File: config.mk
export PLATFORM = sky130hd
export DESIGN_NAME = lock_status_decoder
export DESIGN_NICKNAME = d
export VERILOG_FILES = /design/src/rtl/lock_status_decoder_pkg.sv /design/src/rtl/lock_status_decoder_code_sync_filter.sv /design/src/rtl/lock_status_decoder.sv
export SDC_FILE = /design/constraint.sdc
export NUM_CORES = 1
export LEC_CHECK = 0
export ABC_AREA = 0
export CORE_MARGIN = 2
export CORE_UTILIZATION = 40
export CTS_BUF_LIST = sky130_fd_sc_hd__clkbuf_16
export CTS_CLUSTER_DIAMETER = 100
export DETAILED_ROUTE_END_ITERATION = 8
export SKIP_CTS_REPAIR_TIMING = 1
export SYNTH_ARGS = -nofsm -noshare
export SYNTH_HDL_FRONTEND = slang
export SYNTH_SLANG_ARGS = --single-unit
export TNS_END_PERCENT = 30
File: constraint.sdc
create_clock -name clk -period 5.1 [get_ports clk]
set_input_delay 0.51 -clock clk [delete_from_list [all_inputs] [get_ports clk]]
set_output_delay 0.51 -clock clk [all_outputs]
set_load 0.05 [all_outputs]
File: src/rtl/lock_status_decoder_pkg.sv
// lock_pkg: shared lock state codes and 7-segment glyphs for the lock FSM and its status decoder.
package lock_pkg;
  localparam logic [2:0] IDLE           = 3'd0;
  localparam logic [2:0] SET_AWAITING   = 3'd1;
  localparam logic [2:0] OPENED         = 3'd2;
  localparam logic [2:0] ALARM          = 3'd3;
  localparam logic [2:0] INPUT_PASSWORD = 3'd4;
  localparam logic [7:0] SEG_IDLE  = 8'h40;
  localparam logic [7:0] SEG_SET   = 8'h6D;
  localparam logic [7:0] SEG_OPEN  = 8'h3F;
  localparam logic [7:0] SEG_ALARM = 8'h77;
  localparam logic [7:0] SEG_INPUT = 8'h73;
  localparam logic [7:0] SEG_ERR   = 8'h79;
  function automatic logic [7:0] glyph(input logic [2:0] c);
    return c == IDLE           ? SEG_IDLE  :
           c == SET_AWAITING   ? SEG_SET   :
           c == OPENED         ? SEG_OPEN  :
           c == ALARM          ? SEG_ALARM :
           c == INPUT_PASSWORD ? SEG_INPUT : SEG_ERR;
  endfunction
endpackage

File: src/rtl/lock_status_decoder_code_sync_filter.sv
// code_sync_filter: two-flop synchronizer plus stability filter; a code is accepted after holding STABLE_CYCLES+1 sync cycles.
module code_sync_filter
  import lock_pkg::*;
#(
  parameter int STABLE_CYCLES = 2
) (
  input  logic       clk,
  input  logic       rst_n,
  input  logic [2:0] state_in,
  output logic [2:0] cur_code
);
  localparam logic [3:0] SC    = 4'(STABLE_CYCLES);
  localparam logic [3:0] SC_M1 = 4'(STABLE_CYCLES - 1);
  logic [2:0] sync1_q, sync2_q, cand_q, cur_q, cur_d;
  logic [3:0] stab_q, stab_d;
  always_comb begin
    stab_d = (sync2_q != cand_q) ? 4'd0 : (stab_q == SC) ? stab_q : stab_q + 4'd1;
    cur_d  = (sync2_q == cand_q && stab_q == SC_M1) ? cand_q : cur_q;
  end
  always_ff @(posedge clk or negedge rst_n) begin
    if (!rst_n) begin
      sync1_q <= IDLE;
      sync2_q <= IDLE;
      cand_q  <= IDLE;
      cur_q   <= IDLE;
      stab_q  <= 4'd0;
    end else begin
      sync1_q <= state_in;
      sync2_q <= sync1_q;
      cand_q  <= sync2_q;
      cur_q   <= cur_d;
      stab_q  <= stab_d;
    end
  end
  assign cur_code = cur_q;
endmodule

File: src/rtl/lock_status_decoder.sv
// lock_status_decoder: decodes the filtered lock state into a 7-segment glyph, LEDs and a failed-attempt counter.
// Define ALARM_LATCH_EN to keep alarm_led set after ALARM until an accepted OPENED.
module lock_status_decoder
  import lock_pkg::*;
#(
  parameter int BLINK_DIV     = 100,
  parameter int STABLE_CYCLES = 2
) (
  input  logic       clk,
  input  logic       rst_n,
  input  logic [2:0] state_in,
  output logic [7:0] seg_out,
  output logic       opened_led,
  output logic       alarm_led,
  output logic [2:0] fail_count,
  output logic       code_err
);
  localparam logic [15:0] BD_M1 = 16'(BLINK_DIV - 1);
  logic [2:0]  cur_code, prev_q, fail_q, fail_d;
  logic [15:0] cnt_q, cnt_d;
  logic [7:0]  seg_q, seg_d;
  logic        phase_q, phase_d, opened_q, opened_d, alarm_q, alarm_d, err_q, err_d;
  logic        changed, enter_alarm, from_input, wrap;
  code_sync_filter #(.STABLE_CYCLES(STABLE_CYCLES)) u_filter (
    .clk      (clk),
    .rst_n    (rst_n),
    .state_in (state_in),
    .cur_code (cur_code)
  );
  always_comb begin
    changed     = cur_code != prev_q;
    enter_alarm = changed && cur_code == ALARM;
    from_input  = changed && prev_q == INPUT_PASSWORD;
    wrap        = cnt_q == BD_M1;
    cnt_d       = (enter_alarm || wrap) ? 16'd0 : cnt_q + 16'd1;
    phase_d     = enter_alarm ? 1'b1 : wrap ? ~phase_q : phase_q;
    fail_d      = (from_input && cur_code == ALARM && fail_q != 3'd7) ? fail_q + 3'd1 :
                  (from_input && cur_code == OPENED) ? 3'd0 : fail_q;
    // using next-cycle phase/fail keeps the first ALARM frame lit and dp in step with fail_count
    seg_d       = ((cur_code == ALARM && !phase_d) ? 8'h00 : glyph(cur_code)) | {fail_d != 3'd0, 7'h00};
    opened_d    = cur_code == OPENED;
    err_d       = cur_code > INPUT_PASSWORD;
`ifdef ALARM_LATCH_EN
    alarm_d     = cur_code == ALARM ? 1'b1 : cur_code == OPENED ? 1'b0 : alarm_q;
`else
    alarm_d     = cur_code == ALARM;
`endif
  end
  always_ff @(posedge clk or negedge rst_n) begin
    if (!rst_n) begin
      prev_q   <= IDLE;
      cnt_q    <= 16'd0;
      phase_q  <= 1'b1;
      fail_q   <= 3'd0;
      seg_q    <= SEG_IDLE;
      opened_q <= 1'b0;
      alarm_q  <= 1'b0;
      err_q    <= 1'b0;
    end else begin
      prev_q   <= cur_code;
      cnt_q    <= cnt_d;
      phase_q  <= phase_d;
      fail_q   <= fail_d;
      seg_q    <= seg_d;
      opened_q <= opened_d;
      alarm_q  <= alarm_d;
      err_q    <= err_d;
    end
  end
  assign seg_out    = seg_q;
  assign opened_led = opened_q;
  assign alarm_led  = alarm_q;
  assign fail_count = fail_q;
  assign code_err   = err_q;
endmodule

==> metrics <==
status completed; footprint of the multi-input gates 790 sq um; Fin Setup TNS 0 ns; grt ovf 0; flops & latches, synth 49; DPL Wire Length 2320 microns; Initial DRC Count 76; CTS tree yes; most frequent cells in the layout dfrtp_1 (47), nor2_1 (23), nand3_1 (17), clkdlybuf4s50_1 (17), xnor2_1 (13); final hold slack 0.351 ns; fin. max-slew vios 0; cells after synthesis 179; max incr delay on CP 0.79 ns; H-Tree Depth 2; share of layout cells above drive strength 1 9.00%; pwr/cell area 543 nW/um^2; initial core utilization 40.9%; Die Wd 75.8 microns; initial antenna violation count 0; fin crit share 41.0%; Net count, final 210; Worst IR Drop VDD 212 uV; Num CTS Buffers 5; largest net degree at the start of global routing 50; Fillers 437; crit path kind reg2out; clk_skew 0.00592 ns; final hold vios 0; f_max 478 MHz; vias per cell 5.04; clk root buf clkbuf_16; Post-Syn Nets 190; Crit path arrival time 1.58 ns; n_diodes 0; WL/cell 12.4 microns; PnR worst setup slack 3.01 ns; Leakage 1.06 nW; Post-Place Worst Slack 3.20 ns; startpoint types flop; Max-cap violations 0; GRT busiest layer met2; critical path, cell by cell clkdlybuf4s50_1; DRT Pass-1 Iters 4; clk slew on worst S/H paths 0.06 ns; total power 1.34 mW; Final setup viols 0; Worst path slowest cell clkdlybuf4s50_1; RSZ-0062 raised after global routing false; row count 26; Longest Clk Path Bufs 2; P&R area growth vs syn 19.6%; die area 5740 sq um; worst skew pair latency 0.28 ns; DP Area 2300 sq um; vias in the first global route 1282; met1 usage 16.6%; Synth cell types 37; total vias in the final route 1361; final instance area 2460 sq um; Die Ht 75.8 microns; first-pass GRT wire length 5650 microns; Post-Syn Area per Cell 11.5 sq um; Rel. slew slack 31.7%; sequential cell area fraction in the yosys report 59.6%; # clock sinks 49; delay-heaviest family, CP buffers and inverters; final antenna-violating net count 0; crit path time final 2.09 ns; Worst Setup End Kind output port; gpl congestion 0.827; Worst Path Max Fanout 1; buffers added on ports 18; commonest non-fill, non-tap cell in the layout dfrtp_1; Sequential cell area 1230 sq um; GRT met3 Usage 4.23%; DRT Wirelength 3360 microns; Core Region 5040 sq um; met2 usage 20.0%; Slew @ Worst Pin 1.03 ns; DRC 0; io pins 19; total track usage 13.1%; sum of buffers and inverters on the critical path 1; Synth warnings 0; Cell Area, Synth 2060 sq um; Worst Path Required 4.59 ns; type of the most critical hold path reg2reg
[sequential cells by signal, summed over array words and instances (netlist names)]
register and count:
u_filter.sync1_q 3, seg_out 7, code_err 1, cnt_q 16, u_filter.sync2_q 3, u_filter.cand_q 3
opened_led 1, alarm_led 1, phase_q 1, u_filter.cur_code 3, prev_q 3, fail_count 3
u_filter.stab_q 4
[synthesized netlist by cell type]
library cell | instances | area (sq um)
nand2b_1 | 2 | 12.5
nor4_1 | 6 | 37.5
xor2_1 | 7 | 61.3
nor4b_1 | 1 | 8.76
xnor2_1 | 13 | 114
a21oi_1 | 2 | 10.0
o311ai_0 | 1 | 8.76
o21ai_2 | 1 | 8.76
nor3b_1 | 2 | 15.0
nor2_1 | 23 | 86.3
a31oi_1 | 3 | 18.8
or4b_1 | 1 | 10.0
and2_1 | 1 | 6.26
nand2_1 | 8 | 30.0
a211oi_1 | 1 | 7.51
dfrtp_1 | 47 | 1180
buf_4 | 1 | 7.51
dfstp_2 | 2 | 52.6
mux2_2 | 3 | 33.8
nor3_1 | 4 | 20.0
and3b_1 | 1 | 8.76
o21ai_0 | 2 | 10.0
nand3_2 | 1 | 10.0
nand3b_1 | 1 | 7.51
nand3_1 | 17 | 85.1
or2_2 | 1 | 6.26
nand4_1 | 4 | 25.0
o21a_1 | 1 | 7.51
a311oi_1 | 1 | 8.76
a31o_2 | 1 | 8.76
nor2b_1 | 1 | 6.26
or4b_4 | 1 | 13.8
and3_1 | 3 | 18.8
inv_1 | 4 | 15.0
ha_1 | 6 | 75.1
buf_2 | 4 | 20.0
nand4b_1 | 1 | 8.76
[layout make-up]
type                    count  area share [%]
flip-flops and latches     49            49.9
multi-input cells         121            32.0
repair buffers             18            7.11
clock buffers               5            5.08
well taps                  70            3.56
clock inverters             3            1.73
inverters                   4           0.609
[path summary, 6_finish.rpt]
kind,startpoint,end,slack [ns],cells after the start
worst max-delay path,seg_out[6]$_DFF_PN1_,seg_out[6],3.01,1
worst min-delay path,u_filter.sync1_q[0]$_DFF_PN0_,u_filter.sync2_q[0]$_DFF_PN0_,0.35,0
worst max register to register,fail_count[0]$_DFF_PN0_,seg_out[7]$_DFF_PN0_,3.14,6
worst min register to register,u_filter.sync1_q[0]$_DFF_PN0_,u_filter.sync2_q[0]$_DFF_PN0_,0.35,0
max in group asynchronous,rst_n,seg_out[4]$_DFF_PN0_,4.06,1
min in group asynchronous,rst_n,cnt_q[12]$_DFF_PN0_,0.41,1
[per-stage QoR]
| stage | std cells | utilization (%) |
|---|---|---|
| after detailed placement | 262 | 45.5 |
| after CTS | 270 | 48.9 |
| after global placement | 262 | 45.5 |
| final | 270 | 48.9 |
| after floorplan | 179 | - |
| after global routing | 270 | 48.9 |
[logic make-up (layout without fill, tap and decap cells)]
family	after synthesis	count (layout)	synth area share, %
adder cells (fa/ha/maj)	6	6	3.64
XOR/XNOR	20	20	8.50
AO/OA/AOI/OAI	13	13	4.31
buffers and inverters	9	30	2.06
flip-flops	49	49	59.6
multiplexers	3	3	1.64
AND/OR/NAND/NOR	79	79	20.2
[per-layer routing]
metal  up-vias  wire length (microns)
li1        658                      -
met1       668                   1460
met2        30                   1690
met3         5                    154
met4         0                     59
met5         -                      0
[where the power goes]
group	switching, mW	total [mW]	internal, mW
sequential	0.0847	0.567	0.483
clock	0.133	0.363	0.230
combinational	0.255	0.407	0.153
total	0.473	1.34	0.865
No activity file was read; power rests on OpenSTA's default activity.
